### src/rtl/game_pkg.sv
// ---------------------------------------------------------------------------
// Module : game_pkg
// Brief  : Shared game-flow state encoding and PS/2 ASCII key codes.
// Rev    : 1.0  initial release
// ---------------------------------------------------------------------------
`default_nettype none

package game_pkg;

    typedef enum logic [2:0] {
        MENU  = 3'd0,
        PLAY  = 3'd1,
        PAUSE = 3'd2,
        DEAD  = 3'd3,
        OVER  = 3'd4,
        WIN   = 3'd5
    } game_state_t;

    localparam logic [6:0] KEY_ENTER = 7'h0D;
    localparam logic [6:0] KEY_P     = 7'h70;
    localparam logic [6:0] KEY_A     = 7'h61;
    localparam logic [6:0] KEY_D     = 7'h64;
    localparam logic [6:0] KEY_W     = 7'h77;

endpackage

`default_nettype wire

### src/rtl/frame_timer.sv
// ---------------------------------------------------------------------------
// Module : frame_timer
// Brief  : Frame-pulse down-counter with load, enable and expiry strobe.
// Rev    : 1.0  initial release
// ---------------------------------------------------------------------------
`default_nettype none

module frame_timer #(
    parameter int WIDTH = 8
) (
    input  logic             clk,
    input  logic             rst,
    input  logic             load,
    input  logic [WIDTH-1:0] load_val,
    input  logic             en,
    input  logic             tick,
    output logic             done
);

    logic [WIDTH-1:0] r_count;

    always_ff @(posedge clk) begin
        if (!rst) begin
            r_count <= '0;
        end else if (load) begin
            r_count <= load_val;
        end else if (en && tick && (r_count != '0)) begin
            r_count <= r_count - 1'b1;
        end
    end

    // Asserted in the cycle whose edge takes the count from 1 to 0, so the
    // consumer's registered reaction lands on the cycle after the tick.
    assign done = en && tick && !load && (r_count == WIDTH'(1));

endmodule

`default_nettype wire

### src/rtl/game_ctrl.sv
// ---------------------------------------------------------------------------
// Module : game_ctrl
// Brief  : Game-flow FSM, key-to-movement translation and lives counter.
//          Optional PAUSE state enabled by defining GAME_CTRL_PAUSE_EN.
// Rev    : 1.0  initial release
// ---------------------------------------------------------------------------
`default_nettype none

module game_ctrl
    import game_pkg::*;
#(
    parameter int LIVES          = 3,
    parameter int RESPAWN_FRAMES = 120,
    parameter int HOLD_FRAMES    = 8
) (
    input  logic       clk,
    input  logic       rst,
    input  logic [6:0] ascii_code,
    input  logic       ascii_new,
    input  logic       frame_start,
    input  logic       hit,
    input  logic       goal,
    output logic [2:0] state,
    output logic       play_en,
    output logic       move_left,
    output logic       move_right,
    output logic       jump,
    output logic       respawn,
    output logic [1:0] lives
);

    localparam int c_HOLD_W = $clog2(HOLD_FRAMES + 1);
    localparam int c_DEAD_W = $clog2(RESPAWN_FRAMES + 1);

    game_state_t r_state, w_next_state;
    logic [1:0]  r_lives, w_lives_next;
    logic        r_play_en, w_play_en_next;
    logic        r_move_left, w_move_left_next;
    logic        r_move_right, w_move_right_next;
    logic        r_jump, w_jump_next;
    logic        r_respawn, w_respawn_next;

    logic w_key_enter, w_key_p, w_key_a, w_key_d, w_key_w;
    logic w_stay_play, w_leave_play;
    logic w_left_set, w_right_set;
    logic w_left_load, w_right_load, w_dead_load;
    logic w_left_done, w_right_done, w_dead_done;
    logic [c_HOLD_W-1:0] w_left_val, w_right_val;

    assign w_key_enter = ascii_new && (ascii_code == KEY_ENTER);
    assign w_key_a     = ascii_new && (ascii_code == KEY_A);
    assign w_key_d     = ascii_new && (ascii_code == KEY_D);
    assign w_key_w     = ascii_new && (ascii_code == KEY_W);
`ifdef GAME_CTRL_PAUSE_EN
    assign w_key_p     = ascii_new && (ascii_code == KEY_P);
`else
    assign w_key_p     = 1'b0;
`endif

    always_ff @(posedge clk) begin
        if (!rst) begin
            r_state      <= MENU;
            r_lives      <= 2'd0;
            r_play_en    <= 1'b0;
            r_move_left  <= 1'b0;
            r_move_right <= 1'b0;
            r_jump       <= 1'b0;
            r_respawn    <= 1'b0;
        end else begin
            r_state      <= w_next_state;
            r_lives      <= w_lives_next;
            r_play_en    <= w_play_en_next;
            r_move_left  <= w_move_left_next;
            r_move_right <= w_move_right_next;
            r_jump       <= w_jump_next;
            r_respawn    <= w_respawn_next;
        end
    end

    always_comb begin
        w_next_state = r_state;
        unique case (r_state)
            MENU:  if (w_key_enter) w_next_state = PLAY;
            PLAY: begin
                if (hit)          w_next_state = DEAD;
                else if (goal)    w_next_state = WIN;
                else if (w_key_p) w_next_state = PAUSE;
            end
            PAUSE: if (w_key_p) w_next_state = PLAY;
            DEAD: begin
                if (w_dead_done) w_next_state = (r_lives == 2'd0) ? OVER : PLAY;
            end
            OVER:  if (w_key_enter) w_next_state = MENU;
            WIN:   if (w_key_enter) w_next_state = MENU;
            default: w_next_state = MENU;
        endcase
    end

    // Pausing keeps the movement commands and hold counters intact; every
    // other exit from PLAY wipes them.
    assign w_stay_play  = (r_state == PLAY) && (w_next_state == PLAY);
    assign w_leave_play = (r_state == PLAY) && (w_next_state != PLAY)
                          && (w_next_state != PAUSE);
    assign w_left_set   = w_stay_play && w_key_a;
    assign w_right_set  = w_stay_play && w_key_d;

    always_comb begin
        w_lives_next = r_lives;
        if ((r_state == MENU) && w_key_enter) begin
            w_lives_next = 2'(LIVES);
        end else if ((r_state == PLAY) && hit) begin
            w_lives_next = (r_lives == 2'd0) ? 2'd0 : r_lives - 2'd1;
        end

        w_move_left_next = r_move_left;
        if (w_leave_play || w_right_set || w_left_done) w_move_left_next = 1'b0;
        if (w_left_set)                                 w_move_left_next = 1'b1;

        w_move_right_next = r_move_right;
        if (w_leave_play || w_left_set || w_right_done) w_move_right_next = 1'b0;
        if (w_right_set)                                w_move_right_next = 1'b1;

        w_play_en_next = (w_next_state == PLAY);
        w_jump_next    = w_stay_play && w_key_w;
        w_respawn_next = (w_next_state == PLAY)
                         && ((r_state == MENU) || (r_state == DEAD));
    end

    assign w_left_load  = w_left_set || w_right_set || w_leave_play;
    assign w_left_val   = w_left_set ? c_HOLD_W'(HOLD_FRAMES) : '0;
    assign w_right_load = w_left_set || w_right_set || w_leave_play;
    assign w_right_val  = w_right_set ? c_HOLD_W'(HOLD_FRAMES) : '0;
    assign w_dead_load  = (r_state == PLAY) && hit;

    frame_timer #(.WIDTH(c_HOLD_W)) u_left_hold (
        .clk      (clk),
        .rst      (rst),
        .load     (w_left_load),
        .load_val (w_left_val),
        .en       (r_state == PLAY),
        .tick     (frame_start),
        .done     (w_left_done)
    );

    frame_timer #(.WIDTH(c_HOLD_W)) u_right_hold (
        .clk      (clk),
        .rst      (rst),
        .load     (w_right_load),
        .load_val (w_right_val),
        .en       (r_state == PLAY),
        .tick     (frame_start),
        .done     (w_right_done)
    );

    frame_timer #(.WIDTH(c_DEAD_W)) u_dead_delay (
        .clk      (clk),
        .rst      (rst),
        .load     (w_dead_load),
        .load_val (c_DEAD_W'(RESPAWN_FRAMES)),
        .en       (r_state == DEAD),
        .tick     (frame_start),
        .done     (w_dead_done)
    );

    assign state      = r_state;
    assign lives      = r_lives;
    assign play_en    = r_play_en;
    assign move_left  = r_move_left;
    assign move_right = r_move_right;
    assign jump       = r_jump;
    assign respawn    = r_respawn;

endmodule

`default_nettype wire

### config.mk
export PLATFORM = sky130hd
export DESIGN_NAME = game_ctrl
export DESIGN_NICKNAME = d
export VERILOG_FILES = /design/src/rtl/game_pkg.sv /design/src/rtl/frame_timer.sv /design/src/rtl/game_ctrl.sv
export SDC_FILE = /design/constraint.sdc
export NUM_CORES = 1
export LEC_CHECK = 0
export BUFFER_PORTS_ARGS = -buffer_cell sky130_fd_sc_hd__buf_4
export CORE_MARGIN = 4
export CORE_UTILIZATION = 50
export CTS_CLUSTER_DIAMETER = 80
export DETAILED_ROUTE_END_ITERATION = 10
export PLACE_DENSITY = 0.74
export REMOVE_ABC_BUFFERS = 1
export SLEW_MARGIN = 20
export SYNTH_ARGS = -nofsm -noshare
export SYNTH_HDL_FRONTEND = slang
export SYNTH_HIERARCHICAL = 1
export SYNTH_SLANG_ARGS = --single-unit
### constraint.sdc
create_clock -name clk -period 7.1 [get_ports clk]
set_input_delay 1.42 -clock clk [delete_from_list [all_inputs] [get_ports clk]]
set_output_delay 1.42 -clock clk [all_outputs]
set_load 0.02 [all_outputs]
==> out/metrics.csv, run 1 <==
stage,metric,value,unit
die,ioPinCount,23,
cts,post_cts.repair.setup_buffers,0,
cts,clock_latency_at_the_later_pin_of_the_worst_skew_pair,320,ps
timing,final_setup_violations,0,
finish,post-route-util,61.4,%
grt,gr-usage-all-layers,19.0,%
cts,cts_max_level,1,
logic_synthesis,ys.warnings.count,6,
critical_path,startpoint_type,input pin,
critical_path,crit_chain,"buf_4, nand2_1, inv_1, nor3_1, and3_1, or3b_2, nand3b_1, nand3_2, nand3_4, o21a_1, inv_1, nand2_1, nor4_1, nor2b_1, o31a_1, o21ai_0, mux2i_1",
timing,timing_worst_slew_pin_value,590,ps
route,dr.pass1.iters,4,
die,fp-row-count,20,
route,totalWireLength,3.79,mm
route,antenna_violating_nets_post_route,0,
logic_synthesis,post_synth.cell_area_avg,8.33,µm²
critical_path,critical_path_arrival,4370,ps
logic_synthesis,count_of_mapped_cells_out_of_synthesis,198,
cts,numClockSinks,25,
cts,cts.clk_slew.worst_paths,150,ps
logic_synthesis,top_cells_by_area_in_the_synthesized_netlist,"dfxtp_1, ha_1, inv_1, a21oi_1, o21ai_0",
min_path,hold_path_end,lives[1],
power,cellPowerDensity,164,nW/µm²
critical_path,cp_max_fo,14,
cts,cts_resized,0,
grt,grt_start_max_net_pins,26,
placement,port-buffer-count,22,
route,routedLengthMet1,1.84,mm
die,design.core.area,3100,µm²
critical_path,worstRegToRegCells,19,
timing,setup_ws,3000,ps
cts,cts.hold.buffers_added,0,
route,routed-wl-met2,1.78,mm
die,width_of_the_chip,65.4,µm
critical_path,worstReg2RegEnd,move_right,
min_path,worst_hold_path_type,flop to flop,
critical_path,slowest_stage,or3b_2,
finish,final-instance-count-excl-fill,274,
placement,number_of_cells_after_detailed_placement,270,
logic_synthesis,post-synth-top-area-fraction,30.3,%
timing,slew_headroom,60.6,%
min_path,worst_hold_startpoint,lives[1],
route,detail_route.drc_violations,0,
run_status,run_status,"finished, final reports clean",
route,dr_wl_met3,155,µm
die,initial_core_util,53.1,%
critical_path,nature_of_the_critical_path_endpoint,flop,
logic_synthesis,synth_area_leader_cell,dfxtp_1,
cts,number_of_buffers_created_by_cts,3,
grt,globalRoute.totalOverflow,0,
timing,max_freq,0.244,GHz
route,routed_wire_length_per_instance,13.8,µm
logic_synthesis,asyncSetResetFlopFracSynth,0,%
grt,antenna_found_initial,0,
route,routed_via_density,5.73,
die,fp.dieArea,4280,µm²
critical_path,ff2ff_setup_slack,3050,ps
route,drt_first_iter_violations,127,
critical_path,crit-reg2reg-launch,state[0],
die,vertical_die_dimension,65.4,µm
route,topRoutingLayerUsed,met4,
logic_synthesis,post_synth_num_cell_types,53,
finish,diodes_inserted,0,
timing,final.period_utilization,57.8,%
timing,timing.final.crit_period,4100,ps
critical_path,critical_path_class,input pin to flop,
logic_synthesis,post-synth-top-count-cell,dfxtp_1,
critical_path,slowest_delay,500,ps
cts,cts-root-to-sink-buffers,2,
cts,tritoncts,done,
route,route.vias.total,1571,
cts,clk_root_buffer_cell,clkbuf_4,
finish,areaGrowthSynthToFinish,15.6,%
critical_path,worstPathRequired,7370,ps
logic_synthesis,synth_enable_flop_cells,0,
finish,finish.net_count,251,
placement,placed_wire_length_estimate_after_detailed_placement,2.76,mm
power,power.leakage,0.778,nW
min_path,hold_depth,2,
logic_synthesis,synth_area,1650,µm²
logic_synthesis,yosys_register_bits,25,
logic_synthesis,yosysSeqAreaShare,30.3,%
placement,placement_cell_area,1880,µm²
finish,drive_gt1_share,14.3,%
grt,grt_pass1_vias,1532,
logic_synthesis,synth.cells.most_frequent,"dfxtp_1, inv_1, a21oi_1, nand2_1, o21ai_0",
placement,gp_routability_congestion,0.861,
power,vdd.ir_drop.worst,0.0000905,V
placement,preCtsSetupSlack,2690,ps
finish,stdcell_area,1910,µm²
timing,finClkSkew,13.7,ps
timing,rsz0062_at_grt,no,
logic_synthesis,postSynth.topFlopCell,dfxtp_1,
timing,timing.final.hold_violations,0,
grt,grt_pass1_wl,6.64,mm
run,drv.max_cap_violation_count,0,
timing,slew_viol_final,0,
timing,setup_tns,0,ps
worst max-delay path, delay by kind of cell:
| family | cells | cell delay, ps |
|---|---|---|
| AO/OA/AOI/OAI | 3 | 680 |
| buffers and inverters | 3 | 410 |
| multiplexers | 1 | 130 |
| AND/OR/NAND/NOR | 10 | 1730 |
layout by cell type, fill, tap and decap left out, drive strengths merged, types with 3 or more instances in the layout:
cell,instances
buf,22
a21oi,13
dfxtp,25
conb,13
inv,19
mux2i,4
clkbuf,4
and3,3
or4,4
a2111oi,3
o31a,4
nor4,6
nand3,12
nand2,11
ha,7
o21ai,12
nor3,7
o21a,3
nor2b,4
nand3b,4
xnor2,4
a211oi,3
a31oi,3
nor2,9
nor3b,4
cell families after synthesis:
kind of cell	count (synthesis)	synth area share, %
AO/OA/AOI/OAI	54	23.9
XOR/XNOR	5	2.66
adder cells (fa/ha/maj)	7	5.31
buffers and inverters	24	6.37
flip-flops	25	30.3
multiplexers	4	2.43
other	2	0.455
AND/OR/NAND/NOR	77	28.5
state kept, by name, summed over array words and instances, names as in the netlist:
| signal | count |
|---|---|
| play_en | 1 |
| lives | 2 |
| u_right_hold/r_count | 4 |
| move_left | 1 |
| state | 3 |
| jump | 1 |
| move_right | 1 |
| u_left_hold/r_count | 4 |
| u_dead_delay/r_count | 7 |
| respawn | 1 |
stage by stage:
step | total power, mW | hold slack, ps
3_5_place_dp | 0.247 | 520
2_1_floorplan | 0.219 | 487
6_report | 0.313 | 545
4_1_cts | 0.313 | 546
5_1_grt | 0.333 | 586
3_3_place_gp | 0.244 | 501
final cells by class:
type | instances | area, µm²
clock buffer | 4 | 26.3
fill | 310 | 1200
inverter | 19 | 73.8
multi-input combinational | 160 | 1080
sequential | 25 | 500
tap | 44 | 55.1
timing repair buffer | 22 | 165
worst max path at each step:
stage                        start    endpoint  slack (ps)  depth (start not counted)
final                          hit  move_right        3000                         17
after global routing      state[0]  move_right        2660                         19
after CTS                      hit  move_right        3020                         17
after detailed placement       hit  move_right        2690                         17
after global placement         hit  move_right        2780                         18
after floorplan                hit  move_right        3240                         16
metal layers:
layer,track usage [%],vias to the layer above
met5,0,-
met4,4.40,0
met3,2.22,2
met2,31.5,38
met1,26.3,736
li1,-,795
where the power goes:
part           total, mW  switching, mW  internal (mW)
Sequential         0.161         0.0118          0.149
Clock             0.0668         0.0449         0.0220
Combinational     0.0849         0.0504         0.0345
Total              0.313          0.107          0.206
Note: power is estimated with default switching activity, not from simulation.
==> inputs of run 2 (changes only) <==
- clock period: 7.1 -> 3.9 ns (I/O delays scaled with it)
==> out/metrics.csv, run 2 (same netlist as run 1, synthesis figures left out) <==
stage,metric,value,unit
run_status,run_status,"finished, final reports clean",
grt,grt_start_max_net_pins,26,
timing,timing.final.crit_period,3750,ps
finish,finish.net_count,254,
grt,grt_use_met3,2.22,%
cts,clk_root_buffer_cell,clkbuf_4,
finish,mostFrequentLayoutCell,buf_4,
critical_path,crit-reg2reg-launch,state[1],
critical_path,critical_path_class,flop to flop,
critical_path,critical_path_arrival,3970,ps
finish,largest_register_ffs,7,
placement,port-buffer-count,22,
power,cellInternalPower,0.379,mW
timing,slew_headroom,58.6,%
grt,antenna_found_initial,0,
timing,slew_viol_final,0,
grt,globalRoute.busiestLayer,met2,
grt,globalRoute.totalOverflow,0,
cts,cts.clk_slew.worst_paths,140,ps
power,p_comb_share,28.3,%
cts,cts-root-to-sink-buffers,2,
min_path,worst_hold_path_type,flop to flop,
power,cellPowerDensity,297,nW/µm²
route,routed_wire_length_per_instance,14.0,µm
finish,mostFrequentLayoutCells,"buf_4, dfxtp_1, inv_1",
critical_path,nature_of_the_critical_path_endpoint,flop,
grt,gr-usage-all-layers,19.7,%
finish,max_flop_register,u_dead_delay/r_count,
grt,global_route.usage.met1,26.5,%
timing,final.period_utilization,96.2,%
cts,numClockSinks,25,
power,vdd.ir_drop.worst,0.000223,V
cts,cts_max_level,1,
route,detail_route.drc_violations,0,
timing,finClkSkew,11.9,ps
die,initial_core_util,53.1,%
run,drv.max_cap_violation_count,0,
min_path,worst_hold_startpoint,u_dead_delay/r_count[6],
placement,number_of_cells_after_detailed_placement,273,
min_path,hold_path_end,u_dead_delay/r_count[6],
die,fp.dieArea,4280,µm²
power,power.switching,0.194,mW
route,dr.pass1.iters,4,
grt,grt_pass1_vias,1493,
route,route.vias.total,1603,
power,p_seq_share,50.8,%
finish,final-instance-count-excl-fill,277,
grt,grt_util_met2,32.5,%
die,width_of_the_chip,65.4,µm
route,antenna_violating_nets_post_route,0,
finish,areaGrowthSynthToFinish,17.1,%
timing,setup_tns,0,ps
critical_path,cp_max_fo,9,
critical_path,worstRegToRegCells,19,
placement,placed_wire_length_estimate_after_detailed_placement,2.91,mm
grt,grt_pass1_wl,6.77,mm
power,switching_fraction,33.9,%
critical_path,ff2ff_setup_slack,150,ps
critical_path,worstPathRequired,4120,ps
finish,drive_gt1_share,16.7,%
critical_path,crit_start,state[1],
die,fp-row-count,20,
power,power.leakage,0.795,nW
die,vertical_die_dimension,65.4,µm
timing,timing.final.hold_violations,0,
critical_path,worstReg2RegEnd,move_right,
timing,max_freq,0.267,GHz
timing,timing_worst_slew_pin_value,619,ps
power,p_clk_share,20.9,%
placement,gp_routability_congestion,0.867,
route,routed_via_density,5.79,
finish,reg.largest.list,"u_dead_delay/r_count (7), u_left_hold/r_count (4), u_right_hold/r_count (4)",
die,ioPinCount,23,
finish,diodes_inserted,0,
cts,number_of_buffers_created_by_cts,3,
timing,rsz0062_at_grt,no,
critical_path,startpoint_type,flop,
timing,final_setup_violations,0,
cts,clock_latency_at_the_later_pin_of_the_worst_skew_pair,330,ps
die,design.core.area,3100,µm²
route,drt_first_iter_violations,201,
cts,tritoncts,done,
route,totalWireLength,3.88,mm
min_path,hold_depth,2,
[run 2: how the worst max path moves through the flow]
stage / endpoint / slack [ps] / cells after the start
6_report: move_right / 150 / 19
5_1_grt: move_right / 8 / 19
4_1_cts: move_right / 140 / 19
3_5_place_dp: move_right / 160 / 19
3_3_place_gp: move_right / 410 / 18
2_1_floorplan: move_right / 310 / 19
[run 2: routing by layer]
metal / vias to the layer above / routed length (µm)
li1: 804 / -
met1: 746 / 1720
met2: 47 / 1860
met3: 6 / 255
met4: 0 / 50
met5: - / 0
[run 2: through the flow]
step	hold slack (ps)	total power, mW	utilization (%)	area (µm²)	setup slack, ps
4_1_cts	548	0.573	62.1	1930	135
5_1_grt	574	0.613	62.3	1930	7.54
2_1_floorplan	487	0.399	-	1660	307
3_5_place_dp	527	0.455	61.3	1900	160
6_report	543	0.574	62.3	1930	149
3_3_place_gp	516	0.449	61.3	1900	406
[run 2: worst max-delay path: stages (launching register included)]
cell,delay [ps]
dfxtp_2,400
or3b_1,440
inv_4,120
nand2_1,110
inv_1,150
nor3_1,60
and3_1,190
or3b_2,230
o32ai_4,90
a31oi_2,240
nand3_4,160
o21a_2,300
inv_1,140
nand2_1,70
nor4_1,220
nor2b_1,120
a41oi_1,190
nor2_1,60
o21ai_0,220
mux2i_1,130
[run 2: cell type report]
class | instances | area, µm²
sequential | 25 | 503
inverter | 19 | 73.8
tap | 44 | 55.1
fill | 296 | 1170
timing repair buffer | 25 | 188
multi-input combinational | 160 | 1090
clock buffer | 4 | 26.3
[run 2: timing repair]
action                                  in CTS  in global routing
setup buffers                                0                  0
endpoints found under the setup margin       0                  1
resized for setup                            0                  3
hold buffers                                 0                  0
[run 2: power by group through the flow]
stage	sequential, mW	clock [mW]	combinational [mW]
2_1_floorplan	0.298	0	0.101
3_3_place_gp	0.295	0	0.154
3_5_place_dp	0.296	0	0.159
4_1_cts	0.290	0.122	0.160
5_1_grt	0.294	0.137	0.181
6_report	0.291	0.120	0.162
